File: src/rtl/avalon_arb_pkg.sv
`default_nettype none
// ============================================================================
// Module      : avalon_arb_pkg
// Description : Shared types, constants and grant-selection helper for the
//               two-master Avalon-MM arbiter.
// Revision    : 1.0 - initial release
// ============================================================================
package avalon_arb_pkg;

    typedef enum logic [1:0] {
        IDLE   = 2'd0,
        GRANT0 = 2'd1,
        GRANT1 = 2'd2
    } state_t;

    localparam logic [31:0] ERR_READDATA = 32'hDEAD_BEEF;

    // Returns the id of the master to grant; only meaningful when a request exists.
    function automatic logic rr_pick(input logic req0, input logic req1,
                                     input logic last_grant, input logic fixed);
        if (req0 && req1)
            return fixed ? 1'b0 : ~last_grant;
        else if (req0)
            return 1'b0;
        else
            return 1'b1;
    endfunction

endpackage
`default_nettype wire

File: src/rtl/wait_watchdog.sv
`default_nettype none
// ============================================================================
// Module      : wait_watchdog
// Description : Counts consecutive stalled cycles of a granted transfer and
//               flags a timeout on the last permitted stalled cycle.
// Revision    : 1.0 - initial release
// ============================================================================
module wait_watchdog #(
    parameter int TIMEOUT_CYCLES = 1024
) (
    input  logic clk,
    input  logic reset_n,
    input  logic active,
    input  logic stall,
    input  logic clear,
    output logic timeout
);

    generate
        if (TIMEOUT_CYCLES > 0) begin : g_wd
            localparam int CW = $clog2(TIMEOUT_CYCLES + 1);
            localparam logic [CW-1:0] c_LAST = CW'(TIMEOUT_CYCLES - 1);

            logic [CW-1:0] r_count;

            // Saturates at the last value so the counter can never wrap.
            always_ff @(posedge clk or negedge reset_n) begin
                if (!reset_n)
                    r_count <= '0;
                else if (clear)
                    r_count <= '0;
                else if (active && stall && (r_count != c_LAST))
                    r_count <= r_count + 1'b1;
            end

            assign timeout = active & stall & (r_count == c_LAST);
        end else begin : g_no_wd
            logic w_unused;
            assign w_unused = &{1'b0, clk, reset_n, active, stall, clear};
            assign timeout  = 1'b0;
        end
    endgenerate

endmodule
`default_nettype wire

File: src/rtl/avalon_arbiter.sv
`default_nettype none
// ============================================================================
// Module      : avalon_arbiter
// Description : Two-master / one-slave Avalon-MM arbiter with round-robin or
//               fixed priority and a waitrequest watchdog.
// Revision    : 1.0 - initial release
// ============================================================================
module avalon_arbiter #(
    parameter int ADDR_WIDTH     = 32,
    parameter int DATA_WIDTH     = 32,
    parameter int TIMEOUT_CYCLES = 1024,
    parameter int FIXED_PRIORITY = 0
) (
    input  logic                    clk,
    input  logic                    reset_n,
    input  logic [ADDR_WIDTH-1:0]   m0_address,
    input  logic                    m0_read,
    input  logic                    m0_write,
    input  logic [DATA_WIDTH-1:0]   m0_writedata,
    input  logic [DATA_WIDTH/8-1:0] m0_byteenable,
    output logic [DATA_WIDTH-1:0]   m0_readdata,
    output logic                    m0_waitrequest,
    input  logic [ADDR_WIDTH-1:0]   m1_address,
    input  logic                    m1_read,
    input  logic                    m1_write,
    input  logic [DATA_WIDTH-1:0]   m1_writedata,
    input  logic [DATA_WIDTH/8-1:0] m1_byteenable,
    output logic [DATA_WIDTH-1:0]   m1_readdata,
    output logic                    m1_waitrequest,
    output logic [ADDR_WIDTH-1:0]   s_address,
    output logic                    s_read,
    output logic                    s_write,
    output logic [DATA_WIDTH-1:0]   s_writedata,
    output logic [DATA_WIDTH/8-1:0] s_byteenable,
    input  logic [DATA_WIDTH-1:0]   s_readdata,
    input  logic                    s_waitrequest,
    output logic                    bus_error,
    output logic                    error_master
);
    import avalon_arb_pkg::*;

    state_t                  r_state, w_next_state;
    logic                    r_last_grant, r_bus_error, r_error_master;
    logic [DATA_WIDTH-1:0]   r_m0_rdata, r_m1_rdata;

    logic                    w_req0, w_req1, w_granted, w_gnt_id, w_req_g;
    logic                    w_timeout, w_leave, w_wait_g;
    logic [DATA_WIDTH-1:0]   w_rdata_g;

    assign w_req0    = m0_read | m0_write;
    assign w_req1    = m1_read | m1_write;
    assign w_granted = (r_state != IDLE);
    assign w_gnt_id  = (r_state == GRANT1);
    assign w_req_g   = w_gnt_id ? w_req1 : w_req0;
    // Any exit from a grant: completion, timeout or the master withdrawing.
    assign w_leave   = w_granted & (~w_req_g | ~s_waitrequest | w_timeout);

    wait_watchdog #(
        .TIMEOUT_CYCLES(TIMEOUT_CYCLES)
    ) u_watchdog (
        .clk     (clk),
        .reset_n (reset_n),
        .active  (w_granted & w_req_g),
        .stall   (s_waitrequest),
        .clear   (~w_granted | w_leave),
        .timeout (w_timeout)
    );

    assign w_wait_g  = s_waitrequest & ~w_timeout;
    assign w_rdata_g = w_timeout ? DATA_WIDTH'(ERR_READDATA) : s_readdata;

    always_comb begin
        w_next_state   = r_state;
        s_address      = '0;
        s_read         = 1'b0;
        s_write        = 1'b0;
        s_writedata    = '0;
        s_byteenable   = '0;
        m0_waitrequest = 1'b1;
        m1_waitrequest = 1'b1;
        m0_readdata    = r_m0_rdata;
        m1_readdata    = r_m1_rdata;

        if (!w_granted) begin
            if (w_req0 || w_req1)
                w_next_state = rr_pick(w_req0, w_req1, r_last_grant, (FIXED_PRIORITY != 0))
                               ? GRANT1 : GRANT0;
        end else begin
            if (w_gnt_id) begin
                s_address      = m1_address;
                s_writedata    = m1_writedata;
                s_byteenable   = m1_byteenable;
                s_write        = m1_write & ~w_timeout;
                s_read         = m1_read & ~m1_write & ~w_timeout;
                m1_waitrequest = w_wait_g;
                m1_readdata    = w_rdata_g;
            end else begin
                s_address      = m0_address;
                s_writedata    = m0_writedata;
                s_byteenable   = m0_byteenable;
                s_write        = m0_write & ~w_timeout;
                s_read         = m0_read & ~m0_write & ~w_timeout;
                m0_waitrequest = w_wait_g;
                m0_readdata    = w_rdata_g;
            end
            if (w_leave)
                w_next_state = IDLE;
        end
    end

    always_ff @(posedge clk or negedge reset_n) begin
        if (!reset_n) begin
            r_state        <= IDLE;
            r_last_grant   <= 1'b1;
            r_bus_error    <= 1'b0;
            r_error_master <= 1'b0;
            r_m0_rdata     <= '0;
            r_m1_rdata     <= '0;
        end else begin
            r_state <= w_next_state;
            // A withdrawn request does not count as a turn for round-robin.
            if (w_granted && w_req_g && (!s_waitrequest || w_timeout))
                r_last_grant <= w_gnt_id;
            if (w_timeout) begin
                r_bus_error    <= 1'b1;
                r_error_master <= w_gnt_id;
            end
            if (r_state == GRANT0)
                r_m0_rdata <= m0_readdata;
            if (r_state == GRANT1)
                r_m1_rdata <= m1_readdata;
        end
    end

    assign bus_error    = r_bus_error;
    assign error_master = r_error_master;

endmodule
`default_nettype wire

File: config.mk
export PLATFORM = sky130hd
export DESIGN_NAME = avalon_arbiter
export DESIGN_NICKNAME = d
export VERILOG_FILES = /design/src/rtl/avalon_arb_pkg.sv /design/src/rtl/wait_watchdog.sv /design/src/rtl/avalon_arbiter.sv
export SDC_FILE = /design/constraint.sdc
export NUM_CORES = 1
export LEC_CHECK = 0
export CAP_MARGIN = 20
export CORE_AREA = 2 2 121 123
export DETAILED_ROUTE_END_ITERATION = 7
export DIE_AREA = 0 0 123 125
export GPL_TIMING_DRIVEN = 1
export HOLD_SLACK_MARGIN = 0.05
export PLACE_DENSITY_LB_ADDON = 0.05
export SETUP_SLACK_MARGIN = 0.15
export SLEW_MARGIN = 0
export SYNTH_ARGS = -nofsm -noshare
export SYNTH_HDL_FRONTEND = slang
export SYNTH_SLANG_ARGS = --single-unit
export TNS_END_PERCENT = 50
File: constraint.sdc
create_clock -name clk -period 3.1 [get_ports clk]
set_clock_uncertainty 0.15 [all_clocks]
set_input_delay 0.93 -clock clk [delete_from_list [all_inputs] [get_ports clk]]
set_output_delay 0.93 -clock clk [all_outputs]
set_load 0.02 [all_outputs]
## Word-level counts from Yosys, hierarchy flattened

Cells that the tools add are included.

| word-level totals | value |
|---|---|
| bits in registers | 80 |
| logic and storage cells | 78 |

| cells by class | value |
|---|---|
| $add $sub $neg | 1 |
| eq/ne operators | 5 |
| muxes and demuxes | 30 |
| bitwise gates (word level) | 23 |
| reductions and logical operators | 12 |

Operators by type and width:

| operator | number |
|---|---|
| $mux 32 | 9 |
| $mux 11 | 2 |
| $mux 1 | 13 |
| $add 11x1->11 const B | 1 |
| $and 1x1->1 | 11 |
| $eq 11x10->1 const B | 1 |
| $ne 11x10->1 const B | 1 |
| $mux 2 | 4 |
| $mux 4 | 2 |
| $not 1->1 | 7 |
| $reduce_bool 2->1 | 3 |
| $logic_and 1x1->1 | 5 |
| $or 1x1->1 | 5 |
| $eq 2x1->1 const B | 1 |
| $eq 2x2->1 const B | 1 |
| $logic_or 1x1->1 | 2 |
| $ne 2x1->1 const B | 1 |
| $reduce_and 2->1 | 1 |
| $logic_not 1->1 | 1 |

## Longest topological paths before layout

Gate-level depths: netlist (run 1).

| logic depth | value |
|---|---|
| depth in word-level cells | 9 |
| mapped depth | 7 |
| depth with buffers taken out | 5 |

## Cells and area by module

A second synthesis (run 1) with hierarchy kept.

| unflattened totals | value |
|---|---|
| cells, all modules | 532 |
| area, all modules | 4604.4 µm² |

Modules (own cells, without submodules):

| module | times used | cells an instance | area each (µm²) | sequential area each (µm²) |
|---|---|---|---|---|
| avalon_arbiter | 1 | 468 | 3972.6 | 1727.9 |
| wait_watchdog | 1 | 64 | 631.9 | 275.3 |

## Worst setup path before layout (run 1)

OpenSTA, ideal clock, no wires.

| timing path | value |
|---|---|
| kind | in2out |
| start | input m0_read |
| end | output m0_waitrequest |
| arrival time | 2.182 ns |
| required time | 2.020 ns |
| path slack | -0.162 ns |
| cell stages on the path | 6 |
| path buffers | 2 |
| cells stage by stage | o21ai_0 o21ai_2 and3_1 buf_2 buf_2 o21ai_0 |

| on the way | value |
|---|---|
| cells in the longest elaborated chain, start to end | 9 |

Ends and longest elaborated chain:

| element | line | text |
|---|---|---|
| from (decl) | avalon_arbiter.sv:17 | `input logic m0_read,` |
| $or 1x1->1 | avalon_arbiter.sv:50 | `assign w_req0 = m0_read \| m0_write;` |
| $mux 1 | avalon_arbiter.sv:54 | `assign w_req_g = w_gnt_id ? w_req1 : w_req0;` |
| $and 1x1->1 | avalon_arbiter.sv:63 | `.active (w_granted & w_req_g),` |
| $and 1x1->1 (2 in series) | wait_watchdog.sv:36 | `assign timeout = active & stall & (r_count == c_LAST);` |
| $not 1->1 | avalon_arbiter.sv:69 | `assign w_wait_g = s_waitrequest & ~w_timeout;` |
| $and 1x1->1 | avalon_arbiter.sv:69 |  |
| $mux 1 | avalon_arbiter.sv:89 | `if (w_gnt_id) begin` |
| $mux 1 | avalon_arbiter.sv:84 | `if (!w_granted) begin` |
| to (decl) | avalon_arbiter.sv:22 | `output logic m0_waitrequest,` |

Every way passes these cells.

## Worst setup path in the final report (run 1)

| timing path | value |
|---|---|
| start | input m1_write |
| end | output m0_readdata[30] |

| on the way | value |
|---|---|
| cells in the longest elaborated chain, start to end | 8 |

Ends and longest elaborated chain:

| element | line | text |
|---|---|---|
| from (decl) | avalon_arbiter.sv:25 | `input logic m1_write,` |
| $or 1x1->1 | avalon_arbiter.sv:51 | `assign w_req1 = m1_read \| m1_write;` |
| $mux 1 | avalon_arbiter.sv:54 |  |
| $and 1x1->1 | avalon_arbiter.sv:63 |  |
| $and 1x1->1 (2 in series) | wait_watchdog.sv:36 |  |
| $mux 32 | avalon_arbiter.sv:70 | `assign w_rdata_g = w_timeout ? DATA_WIDTH'(ERR_READDATA) : s_readdata;` |
| $mux 32 | avalon_arbiter.sv:89 |  |
| $mux 32 | avalon_arbiter.sv:84 |  |
| to (decl) | avalon_arbiter.sv:21 | `output logic [DATA_WIDTH-1:0] m0_readdata,` |

Every way passes these cells.

==> flow_summary.toml, run 1 <==
[floorplan]
initial_utilization = 0.319
floorplan.die.height_um = 125
die_area_mm2 = 0.0154
floorplan.die.width_um = 123
i_o_pin_total = 313
core_region_area_mm2 = 0.0142
row_count = 44

[setup_path]
r2r-start = "u_watchdog.g_wd.r_count[1]"
arrival_time_of_the_worst_setup_path_ns = 2.14
worstRegToRegCells = 10
critPathMaxFanout = 7
worst-setup-path-type = "in2out"
critical_path.reg2reg.endpoint = "r_m1_rdata[12]"
timing.reg2reg.setup_slack_ns = 0.81
endpoint_kind = "output port"
cp.required_ns = 2.02
critical_path.startpoint_type = "input port"

[pwr]
power.share.clock = 0.108
switching_share_of_total_power = 0.444
power.static_leakage_nw = 4.31
pwr-share-seq = 0.170
vdd.ir_drop.worst_v = 0.000585
p_sw_w = 0.00434
share_comb_of_total_power = 0.722
cellPowerDensity_mw_per_mm2 = 974
cell_internal_pwr_w = 0.00543

[sta]
rsz_0062_raised_after_global_routing = "yes"
final-max-slew-violation-count = 0
setup_viol_count_final = 54
fin_worst_hold_slack_ns = 0.343
hold_viol_final = 0
fin_crit_sh = 1.04
finalWorstPathRequiredPeriod_ns = 3.22
slew_headroom = 0.579
fmaxAchievable_ghz = 0.310
tightest_slew_ns = 0.632
final_critical_path_setup_slack_ns = -0.122

[route]
detail_route.drc_violations = 0
drt-pass1-iter-count = 5
routed_wire_length_per_instance_um = 20.9
drt_iter0_drc = 365
totalWireLength_um = 23300
ant_nets = 0
post_drt_via_cell_ratio = 5.29
num_vias = 5893

[layout]
layout.filler_cells = 1045
synthToLayoutAreaGrowth_pct = 122
final_net_count = 1100
layout_common_cells = "sky130_fd_sc_hd__clkdlybuf4s50_1 (168), sky130_fd_sc_hd__buf_4 (111), sky130_fd_sc_hd__buf_6 (89)"
post_route_cells_drive_above_1_share = 0.376
layout_commonest_cell = "sky130_fd_sc_hd__clkdlybuf4s50_1"

[logic_synthesis]
synth.cell_area_mm2 = 0.00453
postSynthCellCount = 532
synthTopCellsByArea = "sky130_fd_sc_hd__dfrtp_1 (44%), sky130_fd_sc_hd__a31oi_1 (13%), sky130_fd_sc_hd__a22o_1 (13%)"
seq_area_frac_synth = 0.442
synth-seq-cells = 80
postSynthAreaPerCell_um2 = 8.51
synth-warning-count = 0
syn-num-nets = 708
synth_area_leader_cell = "sky130_fd_sc_hd__dfrtp_1"
netlist-cell-type-count = 31
synth_top_area_frac = 0.437

[place]
dp_hpwl_um = 16700
detailedPlace.worstSlack_ns = -0.898
gp_congestion = 0.972
port-buffer-count = 312

[min_path]
hp-class = "reg2reg"
min-delay-start = "bus_error"
whs_path_depth = 1
hold_path_sink = "bus_error"

[status]
run_status = "finished, violations left"
failed_checks = "negative setup slack"

[clock_network]
cts_inserted_buffers = 9
numClockSinks = 80
clk_pin_slew_ns = 0.06
clock_tree.buffer_depth = 2
cts_tree = "yes"
h-tree-depth = 3
cts_root_buffer = "sky130_fd_sc_hd__clkbuf_16"
clock_latency_ns = 0.34

[flow_run]
max_cap_viol_count = 0

[global_route]
first_global_vias = 5891
globalRouteOverflowTotal = 0
globalRouteTotalUtil = 0.290
grt_max_degree = 70
grt_first_pass_wirelength_um = 33600
antenna_found_initial = 1
==> through the flow <==
step,total power [W],utilization,cell area [um^2],setup TNS (ns),cells
detailed placement,0.00804,0.623,8850,-63.36,1058
global route,0.0102,0.706,10000,-6.99,1114
CTS,0.00950,0.689,9790,-2.67,1107
finish,0.00977,0.706,10000,-2.74,1114
global placement,0.00796,0.623,8850,-62.12,1058
floorplan,0.00495,-,4940,0,532
==> per-layer routing <==
metal  share of wire  GRT usage  vias to the layer above
met1            0.40      0.363                     2902
met4           0.026     0.0929                        0
met3           0.075     0.0671                       31
met2            0.49      0.491                      217
met5               0          0                        -
li1                -          -                     2743
==> area by class of cell <==
type | instances | area, um^2 | area share
timing repair buffer | 435 | 4410 | 0.440
multi-input combinational | 362 | 2960 | 0.295
sequential | 80 | 2010 | 0.200
tap | 184 | 230 | 0.0229
clock buffer | 10 | 229 | 0.0228
inverter | 36 | 135 | 0.0135
clock inverter | 6 | 60.1 | 0.00599
antenna | 1 | 2.50 | 0.000249
==> worst max-delay path: stages <==
cell and delay (ns):
sky130_fd_sc_hd__buf_6 0.08, sky130_fd_sc_hd__nor2_4 0.04, sky130_fd_sc_hd__o21ai_4 0.20, sky130_fd_sc_hd__nand3_4 0.19
sky130_fd_sc_hd__buf_6 0.18, sky130_fd_sc_hd__buf_12 0.13, sky130_fd_sc_hd__a31oi_4 0.16, sky130_fd_sc_hd__buf_6 0.12
sky130_fd_sc_hd__buf_12 0.10
==> cell families after synthesis <==
logic type               count (synthesis)  share of synthesized area
flip-flops                              80                      0.442
AND/OR/NAND/NOR                        142                      0.131
multiplexers                             2                    0.00497
XOR/XNOR                                 8                     0.0155
buffers and inverters                   90                     0.0823
adder cells (fa/ha/maj)                  1                    0.00276
AO/OA/AOI/OAI                          209                      0.321
==> sequential cells by signal, summed over array words and instances (netlist names) <==
register and count:
r_m1_rdata 32, u_watchdog.g_wd.r_count 11, r_last_grant 1, r_m0_rdata 32, error_master 1, bus_error 1, r_state 2
==> power by group through the flow <==
stage	Clock (W)	Sequential (W)	Combinational [W]
after global placement	0	0.00164	0.00632
final	0.00105	0.00166	0.00706
after floorplan	0	0.00161	0.00334
after global routing	0.00111	0.00169	0.00743
after CTS	0.00106	0.00165	0.00678
after detailed placement	0	0.00166	0.00638
==> synthesized netlist by cell type <==
| library cell | n |
|---|---|
| sky130_fd_sc_hd__o21ai_2 | 1 |
| sky130_fd_sc_hd__nor2b_1 | 1 |
| sky130_fd_sc_hd__nand4_1 | 2 |
| sky130_fd_sc_hd__buf_4 | 1 |
| sky130_fd_sc_hd__o22ai_1 | 16 |
| sky130_fd_sc_hd__nor4_4 | 1 |
| sky130_fd_sc_hd__buf_1 | 2 |
| sky130_fd_sc_hd__nor3_1 | 1 |
| sky130_fd_sc_hd__a31oi_1 | 97 |
| sky130_fd_sc_hd__nor2_1 | 91 |
| sky130_fd_sc_hd__nand3_1 | 3 |
| sky130_fd_sc_hd__xnor2_1 | 7 |
| sky130_fd_sc_hd__ha_1 | 1 |
| sky130_fd_sc_hd__dfrtp_1 | 79 |
| sky130_fd_sc_hd__o21ai_0 | 22 |
| sky130_fd_sc_hd__nand2b_1 | 2 |
| sky130_fd_sc_hd__a21oi_1 | 3 |
| sky130_fd_sc_hd__nand3b_1 | 3 |
| sky130_fd_sc_hd__nand2_1 | 35 |
| sky130_fd_sc_hd__inv_1 | 36 |
| sky130_fd_sc_hd__xor2_1 | 1 |
| sky130_fd_sc_hd__and3_1 | 1 |
| sky130_fd_sc_hd__a22oi_1 | 1 |
| sky130_fd_sc_hd__nand3_2 | 2 |
| sky130_fd_sc_hd__buf_6 | 3 |
| sky130_fd_sc_hd__a22o_1 | 68 |
| sky130_fd_sc_hd__clkbuf_1 | 41 |
| sky130_fd_sc_hd__o221ai_1 | 1 |
| sky130_fd_sc_hd__dfstp_2 | 1 |
| sky130_fd_sc_hd__buf_2 | 7 |
| sky130_fd_sc_hd__mux2_2 | 2 |
==> worst max path at each step <==
stage	from	endpoint	slack (ns)
3_3_place_gp	m1_read	m1_readdata[10]	-0.88
6_report	m1_write	m0_readdata[30]	-0.12
4_1_cts	u_watchdog.g_wd.r_count[1]	m0_readdata[30]	-0.12
2_1_floorplan	m1_read	m0_readdata[23]	0.11
3_5_place_dp	m1_read	m1_readdata[21]	-0.90
5_1_grt	u_watchdog.g_wd.r_count[1]	m0_readdata[30]	-0.21
==> repair_timing <==
action / in CTS / in global routing
endpoints found under the setup margin: 135 / 126
pin swaps: 30 / 33
buffers inserted: 25 / 6
resized for setup: 634 / 94
cloned: 8 / 0
hold buffers: 0 / 0
Power figures use the tool's default switching activity.
==> run 2: changes to the inputs <==
--- a/config.mk
+++ b/config.mk
@@ -6,9 +6,11 @@
 export NUM_CORES = 1
 export LEC_CHECK = 0
 export CAP_MARGIN = 20
-export CORE_AREA = 2 2 121 123
+export CELL_PAD_IN_SITES_DETAIL_PLACEMENT = 1
+export CELL_PAD_IN_SITES_GLOBAL_PLACEMENT = 1
+export CORE_AREA = 2 2 141 143
 export DETAILED_ROUTE_END_ITERATION = 7
-export DIE_AREA = 0 0 123 125
+export DIE_AREA = 0 0 143 145
 export GPL_TIMING_DRIVEN = 1
 export HOLD_SLACK_MARGIN = 0.05
 export PLACE_DENSITY_LB_ADDON = 0.05
==> run 2 against run 1 <==
Effect of this change:
- the run still ends with negative setup slack left
- maximum frequency shrank 6.9%
- cell count is 9.4% higher
- via count up 3.4%
- combinational power is 9.9% higher
- hold slack lost 0.024 ns
- die area is 35% higher
- setup slack lost 0.24 ns
- sequential power hardly changed
- core utilization down 14 points
==> flow_summary.toml, run 2 (synthesis results as in run 1) <==
[setup_path]
arrival_time_of_the_worst_setup_path_ns = 2.38
critPathMaxFanout = 5
cp.required_ns = 2.02
critical_path.startpoint_type = "flip-flop"
r2r-start = "r_state[0]"
timing.reg2reg.setup_slack_ns = 0.64
endpoint_kind = "output port"
critical_path.reg2reg.endpoint = "r_m0_rdata[2]"
worst-setup-path-type = "reg2out"
worstRegToRegCells = 7

[pwr]
cellPowerDensity_mw_per_mm2 = 966
vdd.ir_drop.worst_v = 0.000512
power.static_leakage_nw = 4.60
finalPower_w = 0.0105

[sta]
fmaxAchievable_ghz = 0.289
hold_viol_final = 0
rsz_0062_raised_after_global_routing = "yes"
tightest_slew_ns = 0.644
finalWorstPathRequiredPeriod_ns = 3.46
setup_viol_count_final = 68
final_critical_path_setup_slack_ns = -0.360
final-max-slew-violation-count = 0
fin_crit_sh = 1.12
slew_headroom = 0.570

[clock_network]
clk_pin_slew_ns = 0.06
numClockSinks = 80
clock_latency_ns = 0.34
post_cts_hold_buffer_count = 0
clock_tree.buffer_depth = 2
cts_root_buffer = "sky130_fd_sc_hd__clkbuf_16"
cts_inserted_buffers = 9
cts_tree = "yes"
h-tree-depth = 3

[global_route]
globalRouteTotalUtil = 0.252
first_global_vias = 6506
grt_max_degree = 95
globalRouteOverflowTotal = 0
grt_first_pass_wirelength_um = 39600
antenna_found_initial = 1

[place]
numPlacedInstances = 1151
port-buffer-count = 312
dp_hpwl_um = 19400
gp_congestion = 0.843
detailedPlace.worstSlack_ns = -0.967

[layout]
layout_common_cells = "sky130_fd_sc_hd__clkdlybuf4s50_1 (170), sky130_fd_sc_hd__buf_4 (117), sky130_fd_sc_hd__buf_6 (114)"
post_route_cells_drive_above_1_share = 0.412
final_cell_count_no_fill = 1219
biggestRegsByFlops = "r_m0_rdata: 32 flops, r_m1_rdata: 32 flops, u_watchdog.g_wd.r_count: 11 flops"
final_net_count = 1124
layout_commonest_cell = "sky130_fd_sc_hd__clkdlybuf4s50_1"
final_util = 0.567
synthToLayoutAreaGrowth_pct = 141

[route]
drt-pass1-iter-count = 4
routed_wire_length_per_instance_um = 23.7
totalWireLength_um = 28900
num_vias = 6093
ant_nets = 0
detail_route.drc_violations = 0
post_drt_via_cell_ratio = 5.00
drt_iter0_drc = 220

[status]
run_status = "finished, violations left"
failed_checks = "negative setup slack"

[floorplan]
core_region_area_mm2 = 0.0192
i_o_pin_total = 313
floorplan.die.width_um = 143
floorplan.die.height_um = 145
die_area_mm2 = 0.0207
row_count = 51
initial_utilization = 0.236

[min_path]
min-delay-start = "bus_error"
whs_path_depth = 1
hold_path_sink = "bus_error"
hp-class = "reg2reg"

[flow_run]
max_cap_viol_count = 0
[run 2: layout make-up]
type	instances	area [um^2]
Clock inverter	5	55.1
Inverter	36	135
Multi-Input combinational cell	362	3240
Sequential cell	80	2010
Antenna cell	1	2.50
Tap cell	265	332
Fill cell	2027	8310
Timing Repair Buffer	459	4870
Clock buffer	11	253
[run 2: worst max-delay path, cell delays in order (launching register included)]
cell                      delay [ns]
sky130_fd_sc_hd__dfrtp_1        0.36
sky130_fd_sc_hd__nand4_1        0.21
sky130_fd_sc_hd__nor4_4         0.39
sky130_fd_sc_hd__nand3_4        0.16
sky130_fd_sc_hd__buf_12         0.18
sky130_fd_sc_hd__buf_12         0.14
sky130_fd_sc_hd__buf_16         0.14
sky130_fd_sc_hd__buf_6          0.12
sky130_fd_sc_hd__a31oi_4        0.19
sky130_fd_sc_hd__buf_6          0.14
[run 2: how the worst max path moves through the flow]
stage / startpoint / to / slack (ns) / cells after the start
3_3_place_gp: m1_write / m1_readdata[19] / -0.92 / 7
2_1_floorplan: m1_read / m0_readdata[23] / 0.11 / 5
5_1_grt: u_watchdog.g_wd.r_count[4] / m1_readdata[23] / -0.44 / 9
3_5_place_dp: m1_write / m1_readdata[31] / -0.97 / 7
4_1_cts: u_watchdog.g_wd.r_count[5] / m1_readdata[23] / -0.32 / 9
6_report: u_watchdog.g_wd.r_count[7] / m1_readdata[23] / -0.36 / 9
[run 2: routing by layer]
metal | part of all wire | GRT usage
met5 | 0 | 0
met2 | 0.51 | 0.434
met3 | 0.069 | 0.0637
met4 | 0.035 | 0.0906
met1 | 0.39 | 0.300
[run 2: stage by stage]
stage	cell area [um^2]	hold WS (ns)	TNS, ns
floorplan	4940	0.303	0
global placement	9000	0.310	-66.29
detailed placement	9000	0.306	-67.95
CTS	10100	0.325	-10.07
global route	10900	0.350	-15.60
finish	10900	0.319	-9.94
[run 2: what timing repair did]
action                     in CTS  in global routing
pin swaps                      33                 57
gates cloned                    8                  4
hold endpoints to repair        0                  0
resized for setup             675                152
setup endpoints to repair     135                130
buffers inserted               25                 14
[run 2: power by group]
part	internal [W]	total [W]	switching, W
registers	0.00148	0.00166	0.000184
clock network	0.000665	0.00110	0.000435
logic	0.00365	0.00776	0.00411
